### config.mk
export PLATFORM = sky130hd
export DESIGN_NAME = stopwatch_timebase
export DESIGN_NICKNAME = d
export VERILOG_FILES = /design/src/rtl/stopwatch_timebase.sv
export SDC_FILE = /design/constraint.sdc
export NUM_CORES = 1
export LEC_CHECK = 0
export CAP_MARGIN = 20
export CORE_MARGIN = 2
export CORE_UTILIZATION = 30
export DETAILED_ROUTE_END_ITERATION = 10
export SLEW_MARGIN = 15
export SYNTH_ARGS = -nofsm -noshare
export SYNTH_HDL_FRONTEND = slang
export SYNTH_SLANG_ARGS = --single-unit
export TNS_END_PERCENT = 50
### constraint.sdc
create_clock -name clk -period 2.1 [get_ports clk]
set_input_delay 0.42 -clock clk [delete_from_list [all_inputs] [get_ports clk]]
set_output_delay 0.42 -clock clk [all_outputs]
set_load 0.005 [all_outputs]
### src/rtl/stopwatch_timebase.sv
// ============================================================================
// stopwatch_timebase
//
// Free-running stopwatch time base. The system clock is divided down to a
// 1 ms tick, and the ticks are cascaded into millisecond, second, minute and
// hour registers. Run control, a lap freeze of the displayed value and a
// choice of wrap or saturate at maximum time are layered on top. The block
// sits between the clock source and the 7-segment display driver.
//
// Parameters
//   PRESCALE   clk cycles per 1 ms tick (>= 1)
//   HR_MOD     hour modulus, hr counts 0..HR_MOD-1 (>= 1, must fit in HR_W)
//   HR_W       width of the hr output
//   SATURATE   0: wrap to zero after max time, 1: hold at max time and stop
//
// Ports
//   clk         in   1     system clock, rising edge
//   nreset      in   1     asynchronous, active-low reset
//   start       in   1     one-cycle pulse, begin/resume counting
//   stop        in   1     one-cycle pulse, pause counting
//   clear       in   1     one-cycle pulse, zero time, prescaler and lap
//   lap         in   1     one-cycle pulse, toggle lap freeze of the outputs
//   ms          out  10    milliseconds 0..999
//   s           out  6     seconds 0..59
//   min         out  6     minutes 0..59
//   hr          out  HR_W  hours 0..HR_MOD-1
//   running     out  1     high while counting
//   lap_active  out  1     high while the outputs show the frozen lap value
//   wrap        out  1     one-cycle pulse on max-time rollover/saturation
// ============================================================================
module stopwatch_timebase #(
    parameter int unsigned PRESCALE = 50000,
    parameter int unsigned HR_MOD   = 10,
    parameter int unsigned HR_W     = 7,
    parameter bit          SATURATE = 1'b0
) (
    input  logic            clk,
    input  logic            nreset,
    input  logic            start,
    input  logic            stop,
    input  logic            clear,
    input  logic            lap,
    output logic [9:0]      ms,
    output logic [5:0]      s,
    output logic [5:0]      min,
    output logic [HR_W-1:0] hr,
    output logic            running,
    output logic            lap_active,
    output logic            wrap
);

    // A one-cycle prescaler still needs a one-bit register to keep the
    // declarations legal; it simply never leaves zero.
    localparam int unsigned    PRE_W   = (PRESCALE > 1) ? $clog2(PRESCALE) : 1;
    localparam logic [PRE_W-1:0] PRE_MAX = PRE_W'(PRESCALE - 1);
    localparam logic [HR_W-1:0]  HR_MAX  = HR_W'(HR_MOD - 1);
    localparam logic [9:0]       MS_MAX  = 10'd999;
    localparam logic [5:0]       SM_MAX  = 6'd59;

    typedef enum logic {
        ST_STOP = 1'b0,
        ST_RUN  = 1'b1
    } state_t;

    state_t state;
    state_t state_next;

    logic [PRE_W-1:0] pre_cnt;
    logic [PRE_W-1:0] pre_next;

    logic [9:0]       ms_cnt;
    logic [5:0]       s_cnt;
    logic [5:0]       min_cnt;
    logic [HR_W-1:0]  hr_cnt;
    logic [9:0]       ms_next;
    logic [5:0]       s_next;
    logic [5:0]       min_next;
    logic [HR_W-1:0]  hr_next;

    logic [9:0]       lap_ms;
    logic [5:0]       lap_s;
    logic [5:0]       lap_min;
    logic [HR_W-1:0]  lap_hr;
    logic [9:0]       lap_ms_next;
    logic [5:0]       lap_s_next;
    logic [5:0]       lap_min_next;
    logic [HR_W-1:0]  lap_hr_next;
    logic             lap_active_next;

    logic             wrap_next;
    logic             tick;
    logic             at_max;
    logic             sat_hit;

    // The 1 ms tick is a function of the current state only; a stop pulse
    // arriving on a tick edge still lets that edge count, which keeps the
    // total elapsed time exact across stop/start.
    assign tick    = (state == ST_RUN) && (pre_cnt == PRE_MAX);

    assign at_max  = (ms_cnt == MS_MAX) && (s_cnt == SM_MAX) &&
                     (min_cnt == SM_MAX) && (hr_cnt == HR_MAX);

    // A saturating tick forces the FSM back to STOP; clear suppresses the
    // tick entirely because it zeroes the counters on the same edge.
    assign sat_hit = SATURATE && tick && at_max && !clear;

    // Run control: stop (and a saturating tick) beat start; clear never
    // touches the run state.
    always_comb begin
        state_next = state;
        if (stop || sat_hit) begin
            state_next = ST_STOP;
        end else if (start) begin
            state_next = ST_RUN;
        end
    end

    always_ff @(posedge clk or negedge nreset) begin
        if (!nreset) begin
            state <= ST_STOP;
        end else begin
            state <= state_next;
        end
    end

    // Prescaler and time cascade. All carries ripple within the tick edge.
    // At max time the fields either roll over to zero or are left untouched
    // when saturating; either way wrap pulses for one cycle.
    always_comb begin
        pre_next  = pre_cnt;
        ms_next   = ms_cnt;
        s_next    = s_cnt;
        min_next  = min_cnt;
        hr_next   = hr_cnt;
        wrap_next = 1'b0;

        if (clear) begin
            pre_next = '0;
            ms_next  = '0;
            s_next   = '0;
            min_next = '0;
            hr_next  = '0;
        end else if (state == ST_RUN) begin
            if (tick) begin
                pre_next = '0;
                if (at_max) begin
                    wrap_next = 1'b1;
                    if (!SATURATE) begin
                        ms_next  = '0;
                        s_next   = '0;
                        min_next = '0;
                        hr_next  = '0;
                    end
                end else if (ms_cnt == MS_MAX) begin
                    ms_next = '0;
                    if (s_cnt == SM_MAX) begin
                        s_next = '0;
                        if (min_cnt == SM_MAX) begin
                            min_next = '0;
                            hr_next  = hr_cnt + HR_W'(1);
                        end else begin
                            min_next = min_cnt + 6'd1;
                        end
                    end else begin
                        s_next = s_cnt + 6'd1;
                    end
                end else begin
                    ms_next = ms_cnt + 10'd1;
                end
            end else begin
                pre_next = pre_cnt + PRE_W'(1);
            end
        end
    end

    // Lap toggle. Capture takes the counter values from before this edge's
    // update so the frozen value is the time at which lap was pressed.
    always_comb begin
        lap_ms_next     = lap_ms;
        lap_s_next      = lap_s;
        lap_min_next    = lap_min;
        lap_hr_next     = lap_hr;
        lap_active_next = lap_active;

        if (clear) begin
            lap_ms_next     = '0;
            lap_s_next      = '0;
            lap_min_next    = '0;
            lap_hr_next     = '0;
            lap_active_next = 1'b0;
        end else if (lap) begin
            if (!lap_active) begin
                lap_ms_next     = ms_cnt;
                lap_s_next      = s_cnt;
                lap_min_next    = min_cnt;
                lap_hr_next     = hr_cnt;
                lap_active_next = 1'b1;
            end else begin
                lap_active_next = 1'b0;
            end
        end
    end

    // Time, prescaler and wrap registers.
    always_ff @(posedge clk or negedge nreset) begin
        if (!nreset) begin
            pre_cnt <= '0;
            ms_cnt  <= '0;
            s_cnt   <= '0;
            min_cnt <= '0;
            hr_cnt  <= '0;
            wrap    <= 1'b0;
        end else begin
            pre_cnt <= pre_next;
            ms_cnt  <= ms_next;
            s_cnt   <= s_next;
            min_cnt <= min_next;
            hr_cnt  <= hr_next;
            wrap    <= wrap_next;
        end
    end

    // Lap registers.
    always_ff @(posedge clk or negedge nreset) begin
        if (!nreset) begin
            lap_ms     <= '0;
            lap_s      <= '0;
            lap_min    <= '0;
            lap_hr     <= '0;
            lap_active <= 1'b0;
        end else begin
            lap_ms     <= lap_ms_next;
            lap_s      <= lap_s_next;
            lap_min    <= lap_min_next;
            lap_hr     <= lap_hr_next;
            lap_active <= lap_active_next;
        end
    end

    // Displayed value is chosen purely from registers, so no input reaches
    // the outputs combinationally.
    assign ms      = lap_active ? lap_ms  : ms_cnt;
    assign s       = lap_active ? lap_s   : s_cnt;
    assign min     = lap_active ? lap_min : min_cnt;
    assign hr      = lap_active ? lap_hr  : hr_cnt;
    assign running = (state == ST_RUN);

endmodule

# Yosys cells after proc, flatten, opt, wreduce, memory -nomap -nowiden
# Index checks and enable logic that the tools add are counted.
# totals
ff_bits	77
in_bits	6
output_inout_bits	32
elab_cells	86
# op_classes
n_addsub	5
eq_ne	5
muxes	49
n_reduce_logical	15
# ops
cell	n
6-bit 2-to-1 mux	19
10-bit 2-to-1 mux	8
7-bit 2-to-1 mux	10
16-bit 2-to-1 mux	3
16-bit by 1-bit adder with 16-bit output, second input constant	1
16-bit equality test, second input constant	1
6-bit by 1-bit adder with 6-bit output, second input constant	2
6-bit equality test, second input constant	2
10-bit by 1-bit adder with 10-bit output, second input constant	1
10-bit equality test, second input constant	1
1-bit 2-to-1 mux	9
3-bit nonzero test	3
2-bit nonzero test	4
7-bit by 1-bit adder with 7-bit output, second input constant	1
7-bit by 4-bit equality test with 1-bit output, second input constant	1
5-bit AND reduction	1
1-bit logical AND	4
4-bit AND reduction	1
3-bit AND reduction	1
2-bit AND reduction	1

# Logic depth before layout (Yosys ltp)
# Gate-level depths: netlist of the first run.
# logic_depth
word_depth	8
depth_mapped	8
ltp_nobuf	7

# Least setup slack after synthesis of the first run
# Ideal clock, no wire load.
# synth_path
kind	register to register
start	reg pre_cnt[7]
end	reg min_cnt[2]
setup_ns	0.078
arrival_time_ns	2.178
t_required_ns	2.022
slack_ns	-0.156
stages_incl_launch_ff	6
path_buffers	0
synth_period_minus_slack_ns	2.256
path_cell_list	dfrtp_1 -> or4b_4 -> nor4_4 -> nand3_1 -> or4_1 -> a21oi_1
# synth_between
elab_chain_len	4
# synth_rtl
item	line	text
start, declared	68	logic [PRE_W-1:0] pre_cnt;
start signal, assigned	214	pre_cnt <= pre_next;
16-bit equality test	98	assign tick = (state == ST_RUN) && (pre_cnt == PRE_MAX);
1-bit logical AND	98	
2-bit nonzero test (no line)	-	
4-bit AND reduction (no line)	-	
end signal, assigned	217	min_cnt <= min_next;
end, declared	73	logic [5:0] min_cnt;
# Every way passes these cells.
# A chain may end at the register's enable or synchronous reset.

# Final worst setup path of the first run
# layout_path
start	reg lap_active
end	out s[2]
# layout_between
elab_chain_len	1
# layout_rtl
item	line	text
start, declared	48	output logic lap_active,
start signal, assigned	236	lap_active <= lap_active_next;
6-bit 2-to-1 mux	-	
end, declared	44	output logic [5:0] s,
# Every way passes these cells.

==> results_dict.tcl, run 1 <==
set metrics [dict create \
    r2r_start "pre_cnt[10]" \
    combPwrFrac_pct 13.0 \
    avgSynthCellArea_um2 10.0 \
    end_kind "output port" \
    tightest_slew_ns 0.475 \
    pwr-share-seq_pct 39.6 \
    drt-total-wl_um 9620 \
    diodes 0 \
    hold_viol_final 0 \
    ys_warn_count 0 \
    path_max_fanout 23 \
    ys_types 45 \
    crit_arrival_ns 1.78 \
    htreeDepth 3 \
    critical_path.cell_chain "buf_12, mux2_2, clkdlybuf4s50_1" \
    final_net_count 486 \
    drt_iter0_drc 192 \
    max_stage_delay_ns 0.44 \
    antenna_left 0 \
    dp_hpwl_um 6760 \
    hold_ws_ns 0.0309 \
    cp_slowest_cell "clkdlybuf4s50_1" \
    drive_above_1_share_pct 24.6 \
    vias 3280 \
    worstPathRequired_ns 1.68 \
    avgViaCountPerCell 5.01 \
    die_height_um 120 \
    final_area_um2 5450 \
    dominantRegCellSynth "dfrtp_1" \
    peakVddDrop_uv 451 \
    post-route-min-period_ns 2.20 \
    power_per_cell_area_nw_per_um2 746 \
    netlist_instances 405 \
    rows 42 \
    die_w_um 120 \
    outcome "finished, violations left" \
    grt_pass1_vias 3300 \
    yosys.area.top_type_share_pct 47.4 \
    grt_max_degree 36 \
    fillCellCount 1285 \
    intPower_w 0.00311 \
    ctsLongestPathBuffers 2 \
    p_leak_nw 2.61 \
    syn_nets 417 \
    gp_congestion 0.875 \
    cts.sinks 77 \
    timing.rr.end "min_cnt[2]" \
    synth_top_area_cell "dfrtp_1" \
    cp-start-kind "register" \
    ioPinCount 38 \
    finalCritPeriodShare_pct 105 \
    synthTopCellsByCount "dfrtp_1, nor2_1, mux2i_1" \
    numCtsBuffers 9 \
    synthToLayoutAreaGrowth_pct 33.9 \
    slew_viol_final 0 \
    dr.pass1.iters 4 \
    failed_checks "negative setup slack" \
    power.clock.fraction_pct 47.4 \
    wire_per_inst_um 14.7 \
    rsz0062_at_grt "true" \
    crit_family "buffers and inverters" \
    synth_most_common_cell "dfrtp_1" \
    insertion_delay_ns 0.34 \
    synth-edff-count 0 \
    initial_core_util_pct 30.7 \
    syn_area_um2 4070 \
    core_area_um2 13200 \
    io_buffer_count 37 \
    cts_root_buffer "clkbuf_16" \
    reg2reg_depth 6 \
    switching_share_pct 23.4 \
    netlist_top_cells_area "dfrtp_1, mux2i_1, mux2_2" \
    max_cap_violations 0 \
    place_area_um2 4920 \
    synthArstFlopShare_pct 100 \
    drc 0 \
    fin_worst_skew_ns 0.00692 \
    worst-setup-path-type "reg2out" \
    max_slew_margin_pct 68.1 \
    hold_class "in2async" \
    setup_viol 16 \
    cts_tree "built" \
    grt_pass1_wl_um 16400 \
    power_switching_w 0.000951 \
    r2r_slack_ns -0.1 \
    max_freq_mhz 456 \
    die_area_um2 14500 \
    overflow 0 \
    synth_seq_cells 77 \
    worst-path-buf-inv 2 \
    hold_buffers 0 \
    yosysSeqAreaShare_pct 47.4 \
    clk_pin_slew_worst_paths_ns 0.06 \
    grt.total_usage_pct 14.2 \
    antenna_found_initial 0 \
    setup_slack_ns -0.0950 \
]
[per-layer routing]
layer,track usage (%),wire (um)
met1,18.1,4550
met2,23.4,4600
met3,2.83,284
met4,6.10,187
met5,0,0
[flip-flops by register name, indices dropped and copies added (netlist names)]
register	count
lap_ms	10
hr_cnt	7
lap_active	1
wrap	1
running	1
lap_hr	7
pre_cnt	16
lap_min	6
lap_s	6
min_cnt	6
s_cnt	6
ms_cnt	10
[stage by stage]
stage | total power (W) | setup TNS (ns) | setup slack [ns] | util, % | instances
2_1_floorplan | 0.00189 | -0.544 | -0.112 | - | 405
3_3_place_gp | 0.00215 | -0.199 | -0.0511 | 37.1 | 635
5_1_grt | 0.00425 | -2.23 | -0.146 | 41.1 | 655
4_1_cts | 0.00411 | -1.95 | -0.105 | 40.5 | 654
6_report | 0.00406 | -0.779 | -0.0950 | 41.1 | 655
3_5_place_dp | 0.00216 | -0.838 | -0.108 | 37.1 | 635
[final cells by class]
cell class | instances | area [um^2] | share of cell area [%]
clock buffer | 9 | 225 | 4.13
inverter | 5 | 18.8 | 0.345
multi-input combinational | 304 | 2180 | 40.1
clock inverter | 7 | 146 | 2.69
timing repair buffer | 77 | 727 | 13.3
tap | 176 | 220 | 4.04
sequential | 77 | 1930 | 35.4
[cell usage in the layout, fill, tap and decap left out, types with 6 or more instances in the layout]
master	Yosys	final
ha_1	6	6
buf_4	0	35
nand3_1	18	17
nor2_1	61	61
mux2i_1	33	33
a21oi_2	0	7
clkdlybuf4s50_1	0	16
clkbuf_16	0	9
dlymetal6s2s_1	0	9
dfrtp_1	77	77
nand2_1	29	25
a21oi_1	14	6
dlygate4sd2_1	0	9
mux2_2	27	24
o21ai_0	25	19
xor2_1	13	13
nand2b_1	7	7
[how the worst max path moves through the flow]
| stage | startpoint | to | slack, ns | cells after the start |
|---|---|---|---|---|
| after floorplan | pre_cnt[10] | min_cnt[2] | -0.11 | 5 |
| after global placement | pre_cnt[10] | ms_cnt[8] | -0.05 | 6 |
| after detailed placement | pre_cnt[10] | ms_cnt[6] | -0.11 | 6 |
| after CTS | lap_active | ms[6] | -0.10 | 3 |
| after global routing | pre_cnt[10] | min_cnt[2] | -0.15 | 6 |
| final | lap_active | s[2] | -0.1 | 3 |
[worst register-to-register path, cell delays in order, from the launching register on]
cell	delay, ns
dfrtp_1	0.39
or4bb_1	0.56
nor4_4	0.28
buf_6	0.19
nand3_2	0.09
or4_4	0.50
a21oi_2	0.12
[kinds of logic after synthesis]
group | synth area share, %
xor+xnor | 3.66
simple gates | 20.2
compound gates | 9.10
buf+inv | 2.21
fa+ha+maj | 1.84
flops | 47.4
mux | 15.6
[power groups by stage]
stage | Combinational [W] | Clock, W | Sequential [W]
after global routing | 0.000588 | 0.00204 | 0.00162
after CTS | 0.000528 | 0.00197 | 0.00161
after global placement | 0.000516 | 0 | 0.00163
final | 0.000528 | 0.00192 | 0.00161
after floorplan | 0.000264 | 0 | 0.00163
after detailed placement | 0.000526 | 0 | 0.00164
[timing repair]
action / CTS / global route
setup endpoints to repair: 47 / 45
pin swaps: 11 / 6
buffers inserted: 3 / 1
gates resized for setup: 22 / 28
Power figures use the tool's default switching activity.
==> run 2, diff against run 1 <==
--- a/config.mk
+++ b/config.mk
@@ -5,10 +5,12 @@
 export SDC_FILE = /design/constraint.sdc
 export NUM_CORES = 1
 export LEC_CHECK = 0
-export CAP_MARGIN = 20
+export CAP_MARGIN = 0
 export CORE_MARGIN = 2
 export CORE_UTILIZATION = 30
+export CTS_CLUSTER_SIZE = 30
 export DETAILED_ROUTE_END_ITERATION = 10
+export RECOVER_POWER = 25
 export SLEW_MARGIN = 15
 export SYNTH_ARGS = -nofsm -noshare
 export SYNTH_HDL_FRONTEND = slang
==> results_dict.tcl, run 2 (synthesis results as in run 1) <==
set metrics [dict create \
    outcome "finished, violations left" \
    failed_checks "negative setup slack" \
    dp_hpwl_um 6760 \
    finalCritPeriodShare_pct 105 \
    r2r_start "pre_cnt[10]" \
    max_cap_violations 0 \
    grt_max_degree 36 \
    fin_worst_skew_ns 0.00682 \
    avgViaCountPerCell 5.02 \
    final_net_count 486 \
    drive_above_1_share_pct 24.6 \
    wire_per_inst_um 14.7 \
    setup_viol 16 \
    dr.pass1.iters 4 \
    peakVddDrop_uv 455 \
    initial_core_util_pct 30.7 \
    cts.sinks 77 \
    max_slew_margin_pct 41.0 \
    setup_slack_ns -0.0960 \
    end_kind "output port" \
    hold_class "in2async" \
    mostFrequentLayoutCells "dfrtp_1, nor2_1, buf_4" \
    power_per_cell_area_nw_per_um2 748 \
    post-route-min-period_ns 2.20 \
    timing.rr.end "min_cnt[2]" \
    grt_pass1_vias 3300 \
    final_util_pct 41.0 \
    fillCellCount 1286 \
    drc 0 \
    worstPathRequired_ns 1.68 \
    grt_pass1_wl_um 16400 \
    max_freq_mhz 455 \
    rsz0062_at_grt "true" \
    htreeDepth 3 \
    ioPinCount 38 \
    cts_root_buffer "clkbuf_16" \
    antenna_found_initial 0 \
    grt.total_usage_pct 14.2 \
    die_height_um 120 \
    critical_path.cell_chain "buf_12, mux2_2, clkdlybuf4s50_1" \
    largest_register_ffs 16 \
    cp-start-kind "register" \
    slew_viol_final 0 \
    antenna_left 0 \
    tightest_slew_ns 0.885 \
    drt-total-wl_um 9650 \
    insertion_delay_ns 0.34 \
    final_area_um2 5430 \
    regMostFlops "pre_cnt" \
    numCtsBuffers 9 \
    clk_pin_slew_worst_paths_ns 0.06 \
    overflow 0 \
    reg2reg_depth 6 \
    crit_arrival_ns 1.78 \
    layout_commonest_cell "dfrtp_1" \
    die_w_um 120 \
    vias 3285 \
    drt_iter0_drc 195 \
    p_leak_nw 2.61 \
    ctsLongestPathBuffers 2 \
    r2r_slack_ns -0.09 \
    cp_slowest_cell "clkdlybuf4s50_1" \
    gp_congestion 0.875 \
    max_stage_delay_ns 0.44 \
    core_area_um2 13200 \
    reg_top3 "pre_cnt x16, lap_ms x10, ms_cnt x10" \
    path_max_fanout 23 \
    rows 42 \
    hold_buffers 0 \
    place_area_um2 4920 \
    synthToLayoutAreaGrowth_pct 33.5 \
    diodes 0 \
    power_w 0.00406 \
    hold_viol_final 0 \
    worst-setup-path-type "reg2out" \
    die_area_um2 14500 \
    io_buffer_count 37 \
    cts_tree "built" \
]
## run 2: cell count changes in the layout (fill, tap and decap cells not counted), sizes merged
cell	change
clkbuf	+2
buf	-2
## run 2: worst max-delay path by stage
stage,start,end,slack [ns],cells after the start
6_report,lap_active,s[2],-0.1,3
5_1_grt,pre_cnt[10],min_cnt[2],-0.15,6
4_1_cts,lap_active,ms[6],-0.10,3
3_5_place_dp,pre_cnt[10],ms_cnt[6],-0.11,6
3_3_place_gp,pre_cnt[10],ms_cnt[8],-0.05,6
2_1_floorplan,pre_cnt[10],min_cnt[2],-0.11,5
## run 2: worst max-delay path: cells and delay by family (launching register included)
kind                   cells  cell delay (ns)
flip-flops                 1             0.41
multiplexers               1             0.37
buffers and inverters      2             0.65
## run 2: repair_timing
item,4_1_cts,5_1_grt
resized for setup,22,28
setup endpoints to repair,47,45
pin swaps,11,6
buffers inserted,3,1
## run 2: metrics by stage
| step | cells | TNS [ns] | setup slack, ns | hold slack, ns |
|---|---|---|---|---|
| after CTS | 654 | -1.95 | -0.105 | 0.0407 |
| after detailed placement | 635 | -0.838 | -0.108 | 0.412 |
| after floorplan | 405 | -0.544 | -0.112 | 0.124 |
| after global routing | 655 | -2.23 | -0.146 | 0.262 |
| after global placement | 635 | -0.199 | -0.0511 | 0.412 |
| final | 655 | -0.789 | -0.0960 | 0.188 |
## run 2: metal layers
layer	part of all wire, %	wire length (um)	global-route usage [%]
met1	47	4550	18.1
met2	48	4610	23.4
met3	3.3	317	2.83
met4	1.7	167	6.10
met5	0	0	0
## run 2: area by class of cell
cell class / count / area (um^2) / share of cell area [%]
clock inverters: 7 / 146 / 2.70
clock buffers: 9 / 225 / 4.15
multi-input cells: 304 / 2180 / 40.2
inverters: 5 / 18.8 / 0.346
flip-flops and latches: 77 / 1930 / 35.5
repair buffers: 77 / 709 / 13.1
well taps: 176 / 220 / 4.06
## run 2: power breakdown
group	leakage, nW	internal (W)	switching [W]
Combinational	1.39	0.000269	0.000255
Sequential	1.04	0.00155	0.0000597
Clock	0.180	0.00129	0.000637
==> run 3, diff against run 2 <==
--- a/config.mk
+++ b/config.mk
@@ -5,6 +5,7 @@
 export SDC_FILE = /design/constraint.sdc
 export NUM_CORES = 1
 export LEC_CHECK = 0
+export ABC_CLOCK_PERIOD_IN_PS = 2100
 export CAP_MARGIN = 0
 export CORE_MARGIN = 2
 export CORE_UTILIZATION = 30
==> results of run 3 <==
No change in the layout: final DEF, timing and power equal those of run 2.
